File: config.mk
export PLATFORM = sky130hd
export DESIGN_NAME = scan_decoder
export DESIGN_NICKNAME = d
export VERILOG_FILES = /design/src/rtl/scan_decoder_pkg.sv /design/src/rtl/scan_timer.sv /design/src/rtl/scan_decoder.sv
export SDC_FILE = /design/constraint.sdc
export NUM_CORES = 1
export LEC_CHECK = 0
export CELL_PAD_IN_SITES_DETAIL_PLACEMENT = 1
export CELL_PAD_IN_SITES_GLOBAL_PLACEMENT = 1
export CORE_ASPECT_RATIO = 0.8
export CORE_UTILIZATION = 43
export CTS_BUF_LIST = sky130_fd_sc_hd__clkbuf_2
export CTS_CLUSTER_SIZE = 28
export DETAILED_ROUTE_END_ITERATION = 16
export GPL_ROUTABILITY_DRIVEN = 0
export PLACE_DENSITY = 0.81
export SETUP_SLACK_MARGIN = 0.4
export SYNTH_ARGS = -nofsm -noshare
export SYNTH_HDL_FRONTEND = slang
export SYNTH_HIERARCHICAL = 1
export SYNTH_SLANG_ARGS = --single-unit
File: constraint.sdc
create_clock -name clk -period 2.8 [get_ports clk]
set_clock_uncertainty 0.15 [all_clocks]
set_input_delay 0.42 -clock clk [delete_from_list [all_inputs] [get_ports clk]]
set_output_delay 0.42 -clock clk [all_outputs]
set_load 0.05 [all_outputs]
File: src/rtl/scan_decoder_pkg.sv
// Shared types and helpers for the scan_decoder block.
// Provides mode/state enums and a width-generic one-hot decode function.
package scan_decoder_pkg;

    typedef enum logic {
        MODE_DIRECT = 1'b0,
        MODE_SCAN   = 1'b1
    } mode_e;

    typedef enum logic {
        S_DIRECT = 1'b0,
        S_SCAN   = 1'b1
    } state_e;

    // Widest index the decode helper supports; callers zero-extend
    // their index and width-cast the result down to their own OUT_W.
    localparam int ONEHOT_MAX_SEL_W = 8;
    localparam int ONEHOT_MAX_OUT_W = 2 ** ONEHOT_MAX_SEL_W;

    function automatic logic [ONEHOT_MAX_OUT_W-1:0] onehot_dec(
        input logic [ONEHOT_MAX_SEL_W-1:0] sel,
        input logic                        en
    );
        logic [ONEHOT_MAX_OUT_W-1:0] w_word;
        w_word = '0;
        if (en)
            w_word[sel] = 1'b1;
        return w_word;
    endfunction

endpackage

File: src/rtl/scan_timer.sv
// Scan-mode sequencer: dwell counter, dwell latch, rotating index.
// Ports: i_start loads position 0 and latches i_dwell; i_run advances
// the scan; o_idx/o_onehot give the current position; o_wrap pulses
// for one cycle when the index rolls over to 0.
module scan_timer #(
    parameter  int SEL_W   = 3,
    parameter  int DWELL_W = 8,
    localparam int OUT_W   = 2 ** SEL_W
) (
    input  logic               clk,
    input  logic               rst_n,
    input  logic               i_start,
    input  logic               i_run,
    input  logic [DWELL_W-1:0] i_dwell,
    output logic [SEL_W-1:0]   o_idx,
    output logic [OUT_W-1:0]   o_onehot,
    output logic               o_wrap
);

    logic [DWELL_W-1:0] r_cnt;
    logic [DWELL_W-1:0] r_dwell;
    logic [SEL_W-1:0]   r_idx;
    logic [OUT_W-1:0]   r_oh;
    logic               r_wrap;
    logic               w_adv;

    assign w_adv = (r_cnt == r_dwell);

    always_ff @(posedge clk) begin
        if (!rst_n) begin
            r_cnt   <= '0;
            r_dwell <= '0;
            r_idx   <= '0;
            r_oh    <= '0;
            r_wrap  <= 1'b0;
        end else if (i_start) begin
            r_cnt   <= '0;
            r_dwell <= i_dwell;
            r_idx   <= '0;
            r_oh    <= OUT_W'(1);
            r_wrap  <= 1'b0;
        end else if (i_run) begin
            if (w_adv) begin
                r_cnt   <= '0;
                r_dwell <= i_dwell;
                r_idx   <= r_idx + SEL_W'(1);
                // Rotating the registered word keeps it one-hot
                // without a decoder in the scan path.
                r_oh    <= {r_oh[OUT_W-2:0], r_oh[OUT_W-1]};
                r_wrap  <= (r_idx == SEL_W'(OUT_W - 1));
            end else begin
                r_cnt   <= r_cnt + DWELL_W'(1);
                r_wrap  <= 1'b0;
            end
        end else begin
            r_cnt  <= '0;
            r_wrap <= 1'b0;
        end
    end

    assign o_idx    = r_idx;
    assign o_onehot = r_oh;
    assign o_wrap   = r_wrap;

endmodule

File: src/rtl/scan_decoder.sv
// Registered binary-to-one-hot decoder with valid/ready DIRECT mode and
// autonomous rotating SCAN mode. Ports: clk/rst_n (sync, active-low),
// mode, in_valid/in_ready/in_sel/in_en, dwell, out_valid/out_ready,
// d, out_idx, scan_wrap. Optional macro SCAN_DECODER_ONEHOT_CHK_EN
// adds a sticky onehot_err output.
module scan_decoder
    import scan_decoder_pkg::*;
#(
    parameter  int SEL_W   = 3,
    parameter  int DWELL_W = 8,
    localparam int OUT_W   = 2 ** SEL_W
) (
    input  logic               clk,
    input  logic               rst_n,
    input  logic               mode,
    input  logic               in_valid,
    output logic               in_ready,
    input  logic [SEL_W-1:0]   in_sel,
    input  logic               in_en,
    input  logic [DWELL_W-1:0] dwell,
    output logic               out_valid,
    input  logic               out_ready,
    output logic [OUT_W-1:0]   d,
    output logic [SEL_W-1:0]   out_idx,
    output logic               scan_wrap
`ifdef SCAN_DECODER_ONEHOT_CHK_EN
    ,
    output logic               onehot_err
`endif
);

    state_e                      r_state;
    state_e                      w_state_nxt;
    logic                        r_valid;
    logic [OUT_W-1:0]            r_d;
    logic [SEL_W-1:0]            r_idx;
    logic                        w_drain;
    logic                        w_in_ready;
    logic                        w_start;
    logic                        w_run;
    logic                        w_accept;
    logic [ONEHOT_MAX_SEL_W-1:0] w_sel_ext;
    logic [OUT_W-1:0]            w_dec;
    logic [SEL_W-1:0]            w_scan_idx;
    logic [OUT_W-1:0]            w_scan_oh;
    logic                        w_scan_wrap;
    mode_e                       w_mode;

    assign w_mode    = mode_e'(mode);
    assign w_drain   = !r_valid || out_ready;
    assign w_accept  = in_valid && w_in_ready;
    assign w_sel_ext = ONEHOT_MAX_SEL_W'(in_sel);
    assign w_dec     = OUT_W'(onehot_dec(w_sel_ext, in_en));

    always_ff @(posedge clk) begin
        if (!rst_n)
            r_state <= S_DIRECT;
        else
            r_state <= w_state_nxt;
    end

    always_comb begin
        w_state_nxt = r_state;
        w_in_ready  = 1'b0;
        w_start     = 1'b0;
        w_run       = 1'b0;
        unique case (r_state)
            S_DIRECT: begin
                if (w_mode == MODE_SCAN) begin
                    // Hold off the switch until the pending word
                    // has been taken so nothing in flight is lost.
                    if (w_drain) begin
                        w_start     = 1'b1;
                        w_state_nxt = S_SCAN;
                    end
                end else begin
                    w_in_ready = w_drain;
                end
            end
            S_SCAN: begin
                if (w_mode == MODE_SCAN)
                    w_run = 1'b1;
                else
                    w_state_nxt = S_DIRECT;
            end
            default: w_state_nxt = S_DIRECT;
        endcase
    end

    always_ff @(posedge clk) begin
        if (!rst_n) begin
            r_valid <= 1'b0;
            r_d     <= '0;
            r_idx   <= '0;
        end else if (r_state == S_SCAN || w_start) begin
            // Parked empty so leaving scan shows out_valid=0, d=0.
            r_valid <= 1'b0;
            r_d     <= '0;
            r_idx   <= '0;
        end else if (w_accept) begin
            r_valid <= 1'b1;
            r_d     <= w_dec;
            r_idx   <= in_sel;
        end else if (out_ready) begin
            r_valid <= 1'b0;
        end
    end

    scan_timer #(
        .SEL_W   (SEL_W),
        .DWELL_W (DWELL_W)
    ) u_timer (
        .clk      (clk),
        .rst_n    (rst_n),
        .i_start  (w_start),
        .i_run    (w_run),
        .i_dwell  (dwell),
        .o_idx    (w_scan_idx),
        .o_onehot (w_scan_oh),
        .o_wrap   (w_scan_wrap)
    );

    assign in_ready  = w_in_ready;
    assign out_valid = (r_state == S_SCAN) ? 1'b1 : r_valid;
    assign d         = (r_state == S_SCAN) ? w_scan_oh : r_d;
    assign out_idx   = (r_state == S_SCAN) ? w_scan_idx : r_idx;
    assign scan_wrap = w_scan_wrap;

`ifdef SCAN_DECODER_ONEHOT_CHK_EN
    logic r_err;
    logic w_multi;
    logic w_scan_zero;

    // x & (x-1) is non-zero exactly when more than one bit is set.
    assign w_multi     = |(d & (d - OUT_W'(1)));
    assign w_scan_zero = (r_state == S_SCAN) && (d == '0);

    always_ff @(posedge clk) begin
        if (!rst_n)
            r_err <= 1'b0;
        else if (w_multi || w_scan_zero)
            r_err <= 1'b1;
    end

    assign onehot_err = r_err;
`endif

endmodule

==> impl_metrics.env <==
export IMPL_min_tclk_post_route_ns=2.319
export IMPL_timing_critical_path_arrival_ns=1.75
export IMPL_pin_count_of_the_biggest_net_entering_global_routing=25
export IMPL_leakage_nw=1.013
export IMPL_postSynth_topFlopCell="sky130_fd_sc_hd__dfxtp_1"
export IMPL_most_common_layout_cells="sky130_fd_sc_hd__dfxtp_1, sky130_fd_sc_hd__nand3_1, sky130_fd_sc_hd__clkdlybuf4s50_1"
export IMPL_final_hold_viol_count=0
export IMPL_grt_first_pass_wirelength_um=10250
export IMPL_path_clk_slew_ns=0.23
export IMPL_port_buffers=30
export IMPL_floorplan_core_area_um2=4762
export IMPL_critical_path_cell_chain="mux2_2 > dlygate4sd2_1"
export IMPL_synthArstFlopShare_pct=0
export IMPL_detail_route_wl_per_cell_um=17.96
export IMPL_detailed_route_wl_um=6018
export IMPL_drtAntennaViolNets=0
export IMPL_diodes=0
export IMPL_cp_slowest_cell="sky130_fd_sc_hd__dfxtp_4"
export IMPL_yosysWarningCount=6
export IMPL_die_w_um=82.03
export IMPL_final_common_cell="sky130_fd_sc_hd__dfxtp_1"
export IMPL_critPathRequiredTime_ns=2.23
export IMPL_die_area_um2=5416
export IMPL_fp_row_count=22
export IMPL_worstMarginPinSlew_ns=0.6566
export IMPL_ff_latch_count_synth=41
export IMPL_netlist_cell_type_count=39
export IMPL_worst_setup_path_end_kind="output port"
export IMPL_worst_r2r_path_depth=5
export IMPL_grtUsageTotal_pct=25.19
export IMPL_finalNetCount=294
export IMPL_drtPass1Iterations=4
export IMPL_dr_total_vias=1968
export IMPL_dpl_hpwl_um=4337
export IMPL_setup_tns_final_ns=0
export IMPL_drt_initial_drc_count=101
export IMPL_setup_worst_path_start_class="flop"
export IMPL_initial_core_util_pct=46.27
export IMPL_maxCapViolCount=0
export IMPL_setup_violations_final=0
export IMPL_hold_depth=2
export IMPL_run_status="finished clean"
export IMPL_grt_antenna_before_repair=0
export IMPL_timing_critical_path_slowest_cell_delay_ns=0.53
export IMPL_class_of_the_most_critical_hold_timing_path="flop to flop"
export IMPL_detail_route_drc_violations=0
export IMPL_unrepaired_setup_endpoints_after_global_routing="no"
export IMPL_crit_path_category="flop to output port"
export IMPL_htree_levels=2
export IMPL_die_height_um=66.03
export IMPL_ctsLongestPathBuffers=2
export IMPL_synth_edf_count=0
export IMPL_cts_resized=14
export IMPL_tritoncts="yes"
export IMPL_drive_above_1_share_pct=13.09
export IMPL_syn_avg_cell_area_um2=8.885
export IMPL_seq_area_frac_synth_pct=37.25
export IMPL_clk_latency_ns=0.42
export IMPL_timing_critical_path_fanout_max=18
export IMPL_min_delay_src="r_idx[1]$_SDFFE_PP0P_"
export IMPL_cts_sinks=41
export IMPL_post_route_period_util_pct=82.83
export IMPL_drt_vias_per_instance=5.875
export IMPL_clockRootBuffer="sky130_fd_sc_hd__clkbuf_2"
export IMPL_hold_ws_ns=0.3348
export IMPL_post_synth_net_total=268
export IMPL_postCtsSetupBuffers=0
export IMPL_pins_over_slew_limit=0
export IMPL_vias_in_the_first_global_route=1983
export IMPL_power_density_nw_per_um2=473.6
export IMPL_top_level_ports=31
export IMPL_achievable_freq_mhz=431.2
export IMPL_hold_end="r_idx[1]$_SDFFE_PP0P_"
export IMPL_post_synth_instance_area_um2=2203
export IMPL_peakVddDrop_mv=0.2329
export IMPL_numCtsBuffers=5
export IMPL_final_core_util_pct=54.76
export IMPL_holdBufCountCts=0
export IMPL_areaGrowthSynthToFinish_pct=18.34
export IMPL_grt_overflow_total=0
export IMPL_worstReg2RegStart="r_valid$_SDFFE_PP0P_"
export IMPL_reg2reg_to="u_timer/r_cnt[4]$_SDFF_PP0_"
export IMPL_slew_limit_headroom_pct=56.06
export IMPL_post_synth_inst_count=248
export IMPL_reg2reg_setup_slack_ns=0.74
[registers in the layout, summed over array words and instances (netlist names)]
| register | cells |
|---|---|
| u_timer/r_cnt | 8 |
| r_state | 1 |
| r_idx | 3 |
| r_valid | 1 |
| r_d | 8 |
| u_timer/o_wrap | 1 |
| u_timer/o_onehot | 8 |
| u_timer/r_dwell | 8 |
| u_timer/o_idx | 3 |
[per-layer routing]
metal | global-route usage (%) | vias to the layer above | wire, um
met5 | 0 | - | 0
li1 | - | 976 | -
met1 | 37.20 | 953 | 3066
met4 | 7.018 | 0 | 68
met2 | 36.78 | 30 | 2670
met3 | 4.552 | 9 | 212
[power by group]
part | internal [W] | switching [W]
clock network | 0.000148 | 0.000213
registers | 0.000606 | 0.0000288
logic | 0.0000928 | 0.000147
[worst max-delay path, delay by kind of cell (launching register included)]
kind | cells | cell delay, ns
flops | 1 | 0.53
buf+inv | 1 | 0.43
mux | 1 | 0.37
[cell families after synthesis]
family	after synthesis	share of synthesized area [%]
buf+inv	27	5.906
mux	21	10.16
flops	41	37.25
compound gates	45	14.71
xor+xnor	14	5.565
simple gates	97	24.70
fa+ha+maj	3	1.704
[cells in the mapped netlist (all sizes together) (2+ instances only)]
cell type | n | area, um^2
nand2b | 2 | 12.51
o31ai | 12 | 90.09
ha | 3 | 37.54
mux2i | 10 | 100.1
nand4 | 13 | 81.33
xor2 | 4 | 35.03
and3 | 11 | 68.82
xnor2 | 10 | 87.58
a31oi | 8 | 50.05
nor2b | 2 | 12.51
a21oi | 12 | 60.06
mux2 | 11 | 123.9
o2111ai | 8 | 70.07
inv | 5 | 18.77
clkbuf | 14 | 52.55
or2 | 2 | 15.02
nor4bb | 3 | 30.03
buf | 8 | 58.80
nor2 | 14 | 52.55
nand2 | 13 | 48.80
nand3 | 20 | 100.1
and4b | 3 | 30.03
or3 | 8 | 50.05
dfxtp | 41 | 820.8
[metrics by stage]
stage,total power (W),instance area [um^2],worst slack [ns],std cells
floorplan,0.0008088,2203,0.6841,248
global placement,0.0008771,2552,0.3836,327
detailed placement,0.0008873,2552,0.3236,327
CTS,0.001237,2608,0.4630,335
global route,0.001289,2608,0.4151,335
finish,0.001235,2608,0.4807,335
[worst max-delay path by stage]
| stage | cells after the start | from | end | slack [ns] |
|---|---|---|---|---|
| after global placement | 6 | out_ready | u_timer/r_cnt[7]$_SDFF_PP0_ | 0.38 |
| after CTS | 2 | r_state$_SDFF_PN0_ | d[6] | 0.46 |
| after global routing | 2 | r_state$_SDFF_PN0_ | d[6] | 0.42 |
| after detailed placement | 2 | r_state$_SDFF_PN0_ | d[6] | 0.32 |
| after floorplan | 7 | out_ready | u_timer/o_onehot[5]$_SDFFE_PP0P_ | 0.68 |
| final | 2 | r_state$_SDFF_PN0_ | d[6] | 0.48 |
[layout make-up]
class	instances	area, um^2
timing repair buffer	41	365.4
multi-input combinational	180	1257
tap	60	75.07
clock buffer	5	25.02
clock inverter	3	41.29
fill	570	2155
sequential	41	824.5
inverter	5	18.77
(Power assumes the default switching activity.)
